--- src/rtl/muldiv_unit_pkg.sv ---
`default_nettype none
// +----------------------------------------------------------------------+
// | muldiv_unit_pkg : ALU control codes and mul/div FSM state encoding   |
// | Revision: 1.0                                                        |
// +----------------------------------------------------------------------+
package muldiv_unit_pkg;

    localparam logic [3:0] ALU_AND  = 4'b0000;
    localparam logic [3:0] ALU_OR   = 4'b0001;
    localparam logic [3:0] ALU_ADD  = 4'b0010;
    localparam logic [3:0] ALU_MFHI = 4'b0011;
    localparam logic [3:0] ALU_MFLO = 4'b0100;
    localparam logic [3:0] ALU_SUB  = 4'b0101;
    localparam logic [3:0] ALU_SLT  = 4'b0110;
    localparam logic [3:0] ALU_ADDI = 4'b0111;
    localparam logic [3:0] ALU_MULT = 4'b1000;
    localparam logic [3:0] ALU_DIV  = 4'b1001;
    localparam logic [3:0] ALU_NOR  = 4'b1010;
    localparam logic [3:0] ALU_JUMP = 4'b1011;

    typedef enum logic [1:0] {
        ST_IDLE = 2'b00,
        ST_CALC = 2'b01,
        ST_FIX  = 2'b10
    } muldiv_state_t;

    function automatic logic is_muldiv_op(input logic [3:0] op);
        return (op == ALU_MULT) || (op == ALU_DIV);
    endfunction

endpackage
`default_nettype wire

--- src/rtl/muldiv_unit_datapath.sv ---
`default_nettype none
// +----------------------------------------------------------------------+
// | muldiv_datapath : iterative shift-add / restoring-divide datapath    |
// | Revision: 1.0                                                        |
// +----------------------------------------------------------------------+
module muldiv_datapath #(
    parameter int WIDTH = 32
) (
    input  logic             clk,
    input  logic             rst_n,
    input  logic             start,
    input  logic             step,
    input  logic             is_div,
    input  logic             op_signed,
    input  logic             mode_signed,
    input  logic [WIDTH-1:0] src_a,
    input  logic [WIDTH-1:0] src_b,
    output logic [WIDTH-1:0] res_hi,
    output logic [WIDTH-1:0] res_lo
);

    // mult: acc = {partial product, remaining multiplier bits}
    // div : acc = {partial remainder, dividend bits / quotient bits}
    logic [2*WIDTH-1:0] r_acc;
    logic [WIDTH-1:0]   r_opnd;
    logic               r_div;
    logic               r_sign_a;
    logic               r_sign_b;
    logic               r_div0;

    logic               w_neg_a;
    logic               w_neg_b;
    logic [WIDTH-1:0]   w_abs_a;
    logic [WIDTH-1:0]   w_abs_b;
    logic [WIDTH-1:0]   w_addend;
    logic [WIDTH:0]     w_sum;
    logic [WIDTH:0]     w_shift;
    logic [WIDTH:0]     w_trial;
    logic [2*WIDTH-1:0] w_prod;
    logic [WIDTH-1:0]   w_quo;
    logic [WIDTH-1:0]   w_rem;
    logic               w_neg_q;
    logic               w_neg_r;

    assign w_neg_a = op_signed & src_a[WIDTH-1];
    assign w_neg_b = op_signed & src_b[WIDTH-1];
    assign w_abs_a = w_neg_a ? -src_a : src_a;
    assign w_abs_b = w_neg_b ? -src_b : src_b;

    assign w_addend = r_acc[0] ? r_opnd : {WIDTH{1'b0}};
    assign w_sum    = {1'b0, r_acc[2*WIDTH-1:WIDTH]} + {1'b0, w_addend};

    // Guard bit in w_shift/w_trial: a borrow out means the trial subtract failed.
    assign w_shift  = r_acc[2*WIDTH-1:WIDTH-1];
    assign w_trial  = w_shift - {1'b0, r_opnd};

    always_ff @(posedge clk or negedge rst_n) begin
        if (!rst_n) begin
            r_acc    <= '0;
            r_opnd   <= '0;
            r_div    <= 1'b0;
            r_sign_a <= 1'b0;
            r_sign_b <= 1'b0;
            r_div0   <= 1'b0;
        end else if (start) begin
            r_div    <= is_div;
            r_sign_a <= w_neg_a;
            r_sign_b <= w_neg_b;
            r_div0   <= (src_b == {WIDTH{1'b0}});
            if (is_div) begin
                r_acc  <= {{WIDTH{1'b0}}, w_abs_a};
                r_opnd <= w_abs_b;
            end else begin
                r_acc  <= {{WIDTH{1'b0}}, w_abs_b};
                r_opnd <= w_abs_a;
            end
        end else if (step) begin
            if (r_div) begin
                if (w_trial[WIDTH])
                    r_acc <= {w_shift[WIDTH-1:0], r_acc[WIDTH-2:0], 1'b0};
                else
                    r_acc <= {w_trial[WIDTH-1:0], r_acc[WIDTH-2:0], 1'b1};
            end else begin
                r_acc <= {w_sum, r_acc[WIDTH-1:1]};
            end
        end
    end

    assign w_neg_q = mode_signed & (r_sign_a ^ r_sign_b);
    assign w_neg_r = mode_signed & r_sign_a;
    assign w_prod  = w_neg_q ? -r_acc : r_acc;
    assign w_quo   = r_acc[WIDTH-1:0];
    assign w_rem   = r_acc[2*WIDTH-1:WIDTH];

    // A zero divisor yields quotient all ones and remainder |a|; the remainder
    // sign fix restores the original dividend, only LO needs forcing.
    always_comb begin
        res_hi = w_prod[2*WIDTH-1:WIDTH];
        res_lo = w_prod[WIDTH-1:0];
        if (r_div) begin
            res_hi = w_neg_r ? -w_rem : w_rem;
            if (r_div0)
                res_lo = {WIDTH{1'b1}};
            else
                res_lo = w_neg_q ? -w_quo : w_quo;
        end
    end

endmodule
`default_nettype wire

--- src/rtl/muldiv_unit.sv ---
`default_nettype none
// +----------------------------------------------------------------------+
// | muldiv_unit : multi-cycle MULT/DIV unit owning HI/LO, with interlock |
// | Revision: 1.0                                                        |
// +----------------------------------------------------------------------+
module muldiv_unit #(
    parameter int WIDTH          = 32,
    parameter bit SIGNED_DEFAULT = 1'b1
) (
    input  logic             clk,
    input  logic             rst_n,
    input  logic [3:0]       op,
    input  logic             op_valid,
    input  logic             op_signed,
    input  logic [WIDTH-1:0] src_a,
    input  logic [WIDTH-1:0] src_b,
    input  logic             flush,
    output logic             busy,
    output logic             done,
    output logic             stall,
    output logic [WIDTH-1:0] rd_data,
    output logic [WIDTH-1:0] hi,
    output logic [WIDTH-1:0] lo
);

    import muldiv_unit_pkg::*;

    localparam int                  c_cnt_w    = $clog2(WIDTH);
    localparam logic [c_cnt_w-1:0]  c_cnt_init = c_cnt_w'(WIDTH - 1);
    localparam logic [c_cnt_w-1:0]  c_cnt_one  = {{(c_cnt_w-1){1'b0}}, 1'b1};

    muldiv_state_t        r_state;
    logic                 r_busy;
    logic                 r_done;
    logic                 r_signed;
    logic [c_cnt_w-1:0]   r_cnt;
    logic [WIDTH-1:0]     r_hi;
    logic [WIDTH-1:0]     r_lo;

    logic [WIDTH-1:0]     w_res_hi;
    logic [WIDTH-1:0]     w_res_lo;
    logic                 w_is_muldiv;
    logic                 w_is_mfx;
    logic                 w_accept;
    logic                 w_step;

    assign w_is_muldiv = is_muldiv_op(op);
    assign w_is_mfx    = (op == ALU_MFHI) || (op == ALU_MFLO);
    assign w_accept    = (r_state == ST_IDLE) && op_valid && w_is_muldiv && !flush;
    assign w_step      = (r_state == ST_CALC) && !flush;

    muldiv_datapath #(
        .WIDTH(WIDTH)
    ) u_datapath (
        .clk        (clk),
        .rst_n      (rst_n),
        .start      (w_accept),
        .step       (w_step),
        .is_div     (op == ALU_DIV),
        .op_signed  (op_signed),
        .mode_signed(r_signed),
        .src_a      (src_a),
        .src_b      (src_b),
        .res_hi     (w_res_hi),
        .res_lo     (w_res_lo)
    );

    always_ff @(posedge clk or negedge rst_n) begin
        if (!rst_n) begin
            r_state  <= ST_IDLE;
            r_busy   <= 1'b0;
            r_done   <= 1'b0;
            r_signed <= SIGNED_DEFAULT;
            r_cnt    <= '0;
            r_hi     <= '0;
            r_lo     <= '0;
        end else begin
            r_done <= 1'b0;
            case (r_state)
                ST_IDLE: begin
                    if (w_accept) begin
                        r_state  <= ST_CALC;
                        r_busy   <= 1'b1;
                        r_signed <= op_signed;
                        r_cnt    <= c_cnt_init;
                    end
                end
                ST_CALC: begin
                    if (flush) begin
                        r_state <= ST_IDLE;
                        r_busy  <= 1'b0;
                        r_cnt   <= '0;
                    end else if (r_cnt == '0) begin
                        r_state <= ST_FIX;
                    end else begin
                        r_cnt <= r_cnt - c_cnt_one;
                    end
                end
                ST_FIX: begin
                    r_state <= ST_IDLE;
                    r_busy  <= 1'b0;
                    if (!flush) begin
                        r_hi   <= w_res_hi;
                        r_lo   <= w_res_lo;
                        r_done <= 1'b1;
                    end
                end
                default: begin
                    r_state <= ST_IDLE;
                    r_busy  <= 1'b0;
                end
            endcase
        end
    end

    assign busy  = r_busy;
    assign done  = r_done;
    assign hi    = r_hi;
    assign lo    = r_lo;
    assign stall = r_busy && op_valid && (w_is_muldiv || w_is_mfx);

    always_comb begin
        rd_data = '0;
        if (op == ALU_MFHI)
            rd_data = r_hi;
        else if (op == ALU_MFLO)
            rd_data = r_lo;
    end

endmodule
`default_nettype wire

--- config.mk ---
export PLATFORM = sky130hd
export DESIGN_NAME = muldiv_unit
export DESIGN_NICKNAME = d
export VERILOG_FILES = /design/src/rtl/muldiv_unit_pkg.sv /design/src/rtl/muldiv_unit_datapath.sv /design/src/rtl/muldiv_unit.sv
export SDC_FILE = /design/constraint.sdc
export NUM_CORES = 1
export LEC_CHECK = 0
export ABC_AREA = 1
export BUFFER_PORTS_ARGS = -buffer_cell sky130_fd_sc_hd__buf_2
export CAP_MARGIN = 25
export CORE_UTILIZATION = 47
export CTS_BUF_LIST = sky130_fd_sc_hd__clkbuf_4 sky130_fd_sc_hd__clkbuf_8
export CTS_CLUSTER_DIAMETER = 60
export CTS_CLUSTER_SIZE = 10
export DETAILED_ROUTE_END_ITERATION = 6
export PLACE_DENSITY = 0.69
export SETUP_SLACK_MARGIN = 0.5
export SYNTH_ARGS = -nofsm -noshare
export SYNTH_HDL_FRONTEND = slang
export SYNTH_SLANG_ARGS = --single-unit
--- constraint.sdc ---
create_clock -name clk -period 4.25 [get_ports clk]
set_clock_uncertainty 0.15 [all_clocks]
set_input_delay 0.2125 -clock clk [delete_from_list [all_inputs] [get_ports clk]]
set_output_delay 0.2125 -clock clk [all_outputs]
set_load 0.05 [all_outputs]
# Word-level counts from Yosys, hierarchy flattened
# Cells that the tools add are included.
[op_classes]
n_addsub = 8
n_eq_ne = 10
mux = 30
bitwise_logic = 6
reduce_logical = 20
[ops]
columns = ["cell", "n"]
rows = [
  ["$mux 32", 12],
  ["$mux 64", 5],
  ["$neg 32->32", 4],
  ["$neg 64->64", 1],
  ["$add 32x32->33", 1],
  ["$sub 33x32->33", 1],
  ["$logic_not 32->1", 1],
  ["$mux 5", 3],
  ["$pmux 5 s2", 1],
  ["$eq 4x4->1 const B", 2],
  ["$reduce_and 2->1", 4],
  ["$logic_and 1x1->1", 6],
  ["$mux 2", 3],
  ["$logic_not 5->1", 1],
  ["$sub 5x1->5 const B", 1],
  ["$and 1x1->1", 4],
  ["$eq 4x2->1 const B", 1],
  ["$eq 4x3->1 const B", 1],
  ["$mux 1", 4],
  ["$pmux 2 s2", 1],
  ["$reduce_bool 2->1", 2],
  ["$logic_or 1x1->1", 3],
  ["$ne 3x2->1 const B", 1],
  ["$ne 3x3->1 const B", 1],
  ["other kinds (10)", 10],
]
[word_totals]
reg_bits = 174
out_inout_bits = 99
wordCells = 87

# Logic depth before layout (Yosys ltp)
# Gate-level depths: netlist of run 1.
[depth]
ltp_word = 6
mapped_depth = 22
depth_no_buf = 20

# Modules after synthesis
# From an unflattened synthesis of run 1, not the netlist that was laid out.
[unflattened]
hier_cells = 3100
area_unflattened_um2 = 18207.5
[modules_own_cells]
columns = ["module", "instances", "cells_each", "area_per_inst_um2", "seq_area_each_um2"]
rows = [
  ["muldiv_datapath", 1, 2707, 14860.5, 2502.4],
  ["muldiv_unit", 1, 393, 3347.0, 1853.0],
]

# Worst setup path after synthesis of run 1
# Ideal clock, no wire load.
[synth_timing]
path_kind = "reg-to-reg"
from = "register u_datapath.r_acc[0]"
to = "register u_datapath.r_acc[53]"
setup_ns = 0.118
t_arrival_ns = 2.616
t_required_ns = 3.982
setup_slack_ns = 1.366
stages_incl_launch_ff = 20
synth_period_minus_slack_ns = 2.884
path_cell_list = "dfrtp_1 > buf_2 > clkbuf_1 > nand2_1 > inv_1 > ha_1 > inv_1 > fa_1 > inv_1 > nand2_1 > o21ai_0 > inv_1 > o21ai_0 > nand2_1 > nand2_1 > nand2_1 > nand3_1 > nand3_1 > nand3_1 > nand2_1"
[synth_via]
elab_chain_cells = 5
[synth_lines]
columns = ["element", "line_no", "source"]
rows = [
  ["start, declared", "muldiv_unit_datapath.sv:24", "logic [2*WIDTH-1:0] r_acc;"],
  ["start signal, assigned", "muldiv_unit_datapath.sv:71", "r_acc <= {{WIDTH{1'b0}}, w_abs_a};"],
  ["start signal, assigned", "muldiv_unit_datapath.sv:74", "r_acc <= {{WIDTH{1'b0}}, w_abs_b};"],
  ["start signal, assigned", "muldiv_unit_datapath.sv:80", "r_acc <= {w_shift[WIDTH-1:0], r_acc[WIDTH-2:0], 1'b0};"],
  ["$mux 32", "muldiv_unit_datapath.sv:50", "assign w_addend = r_acc[0] ? r_opnd : {WIDTH{1'b0}};"],
  ["$add 32x32->33", "muldiv_unit_datapath.sv:51", "assign w_sum = {1'b0, r_acc[2*WIDTH-1:WIDTH]} + {1'b0, w_addend};"],
  ["$mux 64", "muldiv_unit_datapath.sv:78", "if (r_div) begin"],
  ["$mux 64", "muldiv_unit_datapath.sv:77", "end else if (step) begin"],
  ["$mux 64", "muldiv_unit_datapath.sv:65", "end else if (start) begin"],
]
# No other way between the ends. The select of a mux whose other input is x is not followed.
# A chain may end at the register's enable or synchronous reset.

# Worst setup path in the final report of run 1
# Ends and elaborated chain as after synthesis.

==> results of run 1 <==
-- layout by cell type (no fill, tap or decap), drive strengths merged, types with 9 or more instances in the layout --
master          n
o211ai         25
dlygate4sd3    24
o21bai          9
a22oi          21
dfrtp         173
nor3           37
clkinv         10
o21ai         215
nand2        1017
xnor2          15
xor2           77
o22ai          24
nand4          37
ha             70
or2            16
a22o           11
clkbuf         17
a21oi         108
nand3         288
buf           199
inv           503
nand3b         11
nor2          278
a31oi          10
-- layout make-up --
cell class	instances	area, um^2
flip-flops and latches	174	4357
inverters	499	1873
fillers	3977	17710
multi-input cells	2306	11420
repair buffers	223	1313
clock buffers	17	234.0
clock inverters	15	212.7
well taps	511	639.4
-- sequential cells by signal, summed over array words and instances (netlist names) --
signal,cells
u_datapath.r_acc,64
hi,32
lo,32
u_datapath.r_opnd,32
r_cnt,5
r_state,2
busy,1
done,1
r_signed,1
u_datapath.r_div,1
u_datapath.r_div0,1
u_datapath.r_sign_a,1
u_datapath.r_sign_b,1
-- layer usage --
| metal | share of wire | up-vias | track usage |
|---|---|---|---|
| li1 | - | 10102 | - |
| met1 | 0.43 | 9765 | 0.5299 |
| met2 | 0.42 | 1179 | 0.5617 |
| met3 | 0.10 | 142 | 0.08482 |
| met4 | 0.043 | 0 | 0.1631 |
| met5 | 0 | - | 0 |
-- through the flow --
stage	hold slack [ns]	instance area (um^2)	util	worst slack, ns
after global placement	0.1206	19360	0.5127	1.109
after floorplan	-0.2331	18050	-	1.366
after global routing	0.02906	20050	0.5309	0.6064
final	0.03019	20050	0.5309	0.9329
after CTS	0.0009217	20050	0.5309	0.9893
after detailed placement	0.1327	19360	0.5127	1.016
-- cells by family (layout without fill, tap and decap cells) --
family	Yosys count	in the layout	share of synthesized area
xor gates and xnor gates	92	92	0.04465
adders and majority gates	72	72	0.05075
AOI/OAI and AO/OA	448	448	0.1420
DFF	174	174	0.2413
and+or+nand+nor	1694	1694	0.3938
buffers and inverters	595	754	0.1275
-- power groups by stage --
stage | Combinational (uW) | Clock (uW) | Sequential [uW]
after floorplan | 5460 | 0 | 2490
after global placement | 7450 | 0 | 2790
after detailed placement | 7480 | 0 | 2800
after CTS | 7540 | 1330 | 2770
after global routing | 8580 | 1390 | 2850
final | 7760 | 1310 | 2830
-- synthesized netlist by cell type, types with 3 or more instances --
cell type	number	area, um^2
a22oi_1	21	157.7
clkbuf_1	58	217.7
o22ai_1	24	150.1
or2_1	5	31.28
nor4_1	6	37.54
buf_6	4	45.04
inv_1	493	1851
nand4_1	36	225.2
o21ai_0	207	1036
buf_1	6	22.52
nand3_2	3	30.03
or2_2	10	62.56
buf_2	27	135.1
o21ai_1	8	40.04
o211ai_1	25	187.7
a31oi_1	10	62.56
nand3_1	285	1426
xor2_1	77	674.4
ha_1	70	875.8
a21oi_1	105	525.5
a21oi_2	3	26.28
xnor2_1	15	131.4
a32oi_1	3	26.28
inv_2	4	15.01
o21bai_1	9	67.56
nor3_1	34	170.2
a21o_1	5	37.54
nand2_4	3	33.78
a22o_1	11	96.34
o221ai_1	4	35.03
nor2_1	265	994.7
dfrtp_1	173	4329
nand3b_1	11	82.58
nand2_1	1000	3754
nor3_2	3	30.03
nor2_2	11	68.82
nand2_2	14	87.58
-- worst max-delay path, cell delays in order, from the launching register on --
cell and delay (ns):
dfrtp_1 0.60, buf_4 0.33, nand2_1 0.13, fa_1 0.42, inv_1 0.11, nand2_1 0.07, o21ai_0 0.31, inv_1 0.12
o21ai_0 0.29, nand2_1 0.13, nand2_1 0.16, nand2_1 0.09, nand3_1 0.08, nand3_1 0.09, nand3_1 0.10, nand2_1 0.05
-- worst max path at each step --
stage               cells after the start                    to  slack (ns)           startpoint
finish                                 15  u_datapath.r_acc[53]        0.93  u_datapath.r_acc[0]
global route                           15  u_datapath.r_acc[53]        0.61  u_datapath.r_acc[0]
floorplan                              19  u_datapath.r_acc[53]        1.37  u_datapath.r_acc[0]
CTS                                    15  u_datapath.r_acc[53]        0.99  u_datapath.r_acc[0]
detailed placement                     15  u_datapath.r_acc[53]        1.02  u_datapath.r_acc[0]
global placement                       15  u_datapath.r_acc[53]        1.11  u_datapath.r_acc[0]
==> results.toml, run 1 <==
[sta]
max_freq_mhz = 301.5
grt_setup_unrepaired = "no"
tightest_slew_ns = 0.8951
slew_headroom = 0.4026
period_share = 0.7805
period_needed_ns = 3.317
hold_viol_final = 0
tns_ns = 0
setup_violations = 0
slew_violations = 0

[worst_setup_path]
reg2reg_depth = 15
rr_endpoint = "u_datapath.r_acc[53]"
worstSetupEndpointType = "flip-flop"
worstReg2RegStart = "u_datapath.r_acc[0]"
r2r_slack_ns = 0.93
cp.required_ns = 4.50
setup.worst_path.class = "reg -> reg"
cp-start-kind = "flip-flop"
crit_arrival_ns = 3.57
crit_path_max_fanout = 23

[finish]
area_growth_pct = 11.07
final_cell_count_no_fill = 3745
antenna_cells = 0
layout.nets = 3366
drive_gt1_frac = 0.09029

[place]
hpwl_um = 60580
io_buffers = 171
place_congestion = 1.040
placed_cells = 3689

[synthesis]
synth_nets = 3220
ys_seq_area_frac = 0.2413
synth_cells = 3075
syn_area_um2 = 18050
yosys_warnings = 0
avgSynthCellArea_um2 = 5.869
yosysUniqueCellTypes = 56
synth_ff_type = "dfrtp_1"
synth_edf_count = 0
yosys_register_bits = 174
async_flop_share = 1.000

[global_route]
grt_pass1_wl_um = 112000
globalRouteOverflowTotal = 0
grt_use_total = 0.3806
grt_max_degree = 74
grt_pass1_vias = 19178
grt_antenna_before_repair = 0

[detailed_routing]
viasPerCell = 5.658
initialDrtViolationCount = 2357
drc = 0
dr.pass1.iters = 7
wl_per_cell_um = 20.02
wirelength_um = 74980
vias = 21188
antenna_left = 0

[cts]
cts_resized = 0
cts_sinks = 174
clockBufferDepth = 2
postCtsSetupBuffers = 0
ctsRootBufferMaster = "clkbuf_8"
htreeDepth = 4
hold_buffers = 24
cts_tree = "yes"
worstSkewPairLatency_ns = 0.52
clkTransAtPathRegs_ns = 0.11
cts_buffers = 17

[pwr]
p_sw_uw = 7009
sw_frac_of_total = 0.5889
p_comb_frac = 0.652
p_leak_uw = 0.01102
ir_worst_vdd_v = 0.0003210
fin_total_pwr_uw = 11900
internal_power_uw = 4892
power.share.sequential = 0.238
clkPwrFrac = 0.110
powerDensity_nw_per_um2 = 593.7

[floorplanning]
die_x_um = 198.0
start_util = 0.4780
row_count = 71
die_height_um = 198.0
ioPinCount = 172
fp.dieArea_um2 = 39190
coreArea_um2 = 37760

[hold_path]
hold_depth = 4
hp-class = "in -> reg"
worstHoldStart = "src_b[11]"
holdPathEnd = "u_datapath.r_opnd[11]"

[flow_run]
cap_violations = 0

[outcome]
status = "finished, final reports clean"
Note: power is estimated with default switching activity, not from simulation.
==> run 2, diff against run 1 <==
Settings changed: ABC_AREA 1 to 0, PLACE_DENSITY 0.69 to 0.72.
Clock period 4.25 ns to 2.8 ns, I/O delays scaled along.
==> results.toml, run 2 <==
[sta]
max_freq_mhz = 299.4
setup_violations = 67
setup_slack_ns = -0.5399
slew_headroom = 0.3169
tns_ns = -26.38
period_needed_ns = 3.340
hold_viol_final = 1
grt_setup_unrepaired = "yes"
slew_violations = 0
timing.hold.ws_ns = -0.02049
period_share = 1.193
tightest_slew_ns = 1.025

[synthesis]
yosysMostFrequentCell = "nor2_1"
synth_nets = 2003
syn_area_um2 = 14900
async_flop_share = 1.000
synth_commonest_cells = "nor2_1, o21ai_0, dfrtp_1, a21oi_1, nand2_1"
synthTopCellsByArea = "dfrtp_1, o21ai_0, ha_1"
yosys_register_bits = 174
synth_ff_type = "dfrtp_1"
avgSynthCellArea_um2 = 8.019
synth.top_cell.area_share = 0.2906
synth_edf_count = 0
ys_seq_area_frac = 0.2923
yosys_warnings = 0
yosys.area.top_type = "dfrtp_1"
synth_cells = 1858
yosysUniqueCellTypes = 86

[finish]
top_register = "u_datapath.r_acc"
nFillCells = 2290
antenna_cells = 0
multiInputGateArea_um2 = 11340
final_common_cell = "buf_4"
seqCellArea_um2 = 4358
layout_common_cells = "buf_4, nor2_1, dfrtp_1"
area_growth_pct = 47.93
largest_register_ffs = 64
final_area_um2 = 22040
layout.nets = 2585
drive_gt1_frac = 0.3755

[worst_setup_path]
setup.worst_path.class = "reg -> reg"
cp-start-kind = "flip-flop"
cp.required_ns = 3.09
crit_arrival_ns = 3.63
crit_path_max_fanout = 8
worstSetupEndpointType = "flip-flop"

[detailed_routing]
vias = 17734
wl_per_cell_um = 22.28
drc = 0
viasPerCell = 6.225
initialDrtViolationCount = 1805
wirelength_um = 63470
dr.pass1.iters = 7
antenna_left = 0

[cts]
ctsRootBufferMaster = "clkbuf_8"
worstSkewPairLatency_ns = 0.51
clkTransAtPathRegs_ns = 0.12
htreeDepth = 4
cts_tree = "yes"
clockBufferDepth = 2
cts_sinks = 174
cts_buffers = 17

[floorplanning]
coreArea_um2 = 30910
fp.dieArea_um2 = 32420
die_height_um = 180.0
row_count = 64
start_util = 0.4820
die_x_um = 180.0
ioPinCount = 172

[place]
io_buffers = 171
hpwl_um = 45050
postPlaceCellArea_um2 = 19000
place_congestion = 1.015

[pwr]
powerDensity_nw_per_um2 = 986.0
p_leak_uw = 0.01010
ir_worst_vdd_v = 0.0007014
fin_total_pwr_uw = 21730

[flow_run]
cap_violations = 0

[hold_path]
hp-class = "in -> reg"

[outcome]
status = "finished with violations"
violations = "negative hold slack, negative setup slack"

[global_route]
globalRouteOverflowTotal = 0
grt_use_total = 0.3682
grt_pass1_wl_um = 93770
grt_antenna_before_repair = 0
grt_max_degree = 57
grt_pass1_vias = 16780
## run 2: cell count changes after synthesis, moves of 40 or more
cell	previous run	this run
nand3_1	285	23
xnor2_1	15	93
nand2_1	1000	157
nor2_1	265	187
mux2i_1	0	55
clkbuf_1	58	98
a21oi_1	105	171
inv_1	493	66
## run 2: power breakdown
group | switching, uW | internal (uW) | leakage, uW
registers | 499 | 2980 | 0.00225
clock network | 1250 | 694 | 0.000206
logic | 8380 | 7930 | 0.00764
total | 10100 | 11600 | 0.0101
## run 2: logic make-up after synthesis
family | share of synthesized area
compound gates | 0.2763
mux | 0.05358
fa+ha+maj | 0.06147
xor+xnor | 0.09935
buf+inv | 0.04669
flops | 0.2923
simple gates | 0.1703
## run 2: what timing repair did
item / 4_1_cts / 5_1_grt
cloned: 2 / 0
setup buffers: 52 / 31
pin swaps: 86 / 105
resized for setup: 177 / 179
hold endpoints to repair: 216 / 0
hold buffers: 44 / 0
endpoints found under the setup margin: 83 / 117
## run 2: path summary, 6_finish.rpt
kind | from | slack [ns] | cells after the start | end
setup / recovery | u_datapath.r_acc[0] | -0.54 | 14 | u_datapath.r_acc[49]
hold / removal | src_a[0] | -0.02 | 5 | u_datapath.r_opnd[0]
setup reg to reg | u_datapath.r_acc[0] | -0.54 | 14 | u_datapath.r_acc[49]
hold reg to reg | hi[30] | 0.37 | 2 | hi[30]
max in group asynchronous | rst_n | 1.72 | 3 | hi[12]
min in group asynchronous | rst_n | 0 | 2 | lo[3]
## run 2: worst max-delay path: stages (launching register included)
cell,delay [ns]
dfrtp_1,0.43
buf_6,0.13
buf_8,0.14
clkinv_8,0.07
nor2_1,0.05
ha_1,0.38
o211ai_1,0.20
a21oi_4,0.26
o2111ai_4,0.15
a2111oi_4,0.34
o31a_1,0.25
xor2_1,0.19
nor2_1,0.07
a311oi_1,0.28
a22o_1,0.18
## run 2: layout make-up
class,count,area share
timing repair buffer,672,0.2331
clock buffer,17,0.01062
tap,396,0.02248
timing repair inverter,1,0.0007380
sequential,174,0.1977
inverter,68,0.01238
multi-input combinational,1506,0.5143
clock inverter,15,0.008629
## run 2: metal layers
metal	up-vias	global-route usage	routed length (um)
li1	7924	-	-
met4	0	0.1925	3469
met3	237	0.05942	6204
met5	-	0	0
met1	8490	0.4823	24860
met2	1083	0.5863	28940
## run 2: stage by stage
step           instances  utilization  setup WS, ns  hold slack (ns)
2_1_floorplan       1858            -       -0.3719          -0.3056
3_3_place_gp        2687       0.6141       -0.4750         -0.02167
3_5_place_dp        2688       0.6147       -0.5964         -0.01639
4_1_cts             2818       0.6784       -0.4317        0.0005470
5_1_grt             2849       0.7131       -0.6848          0.01819
6_report            2849       0.7131       -0.5399         -0.02049
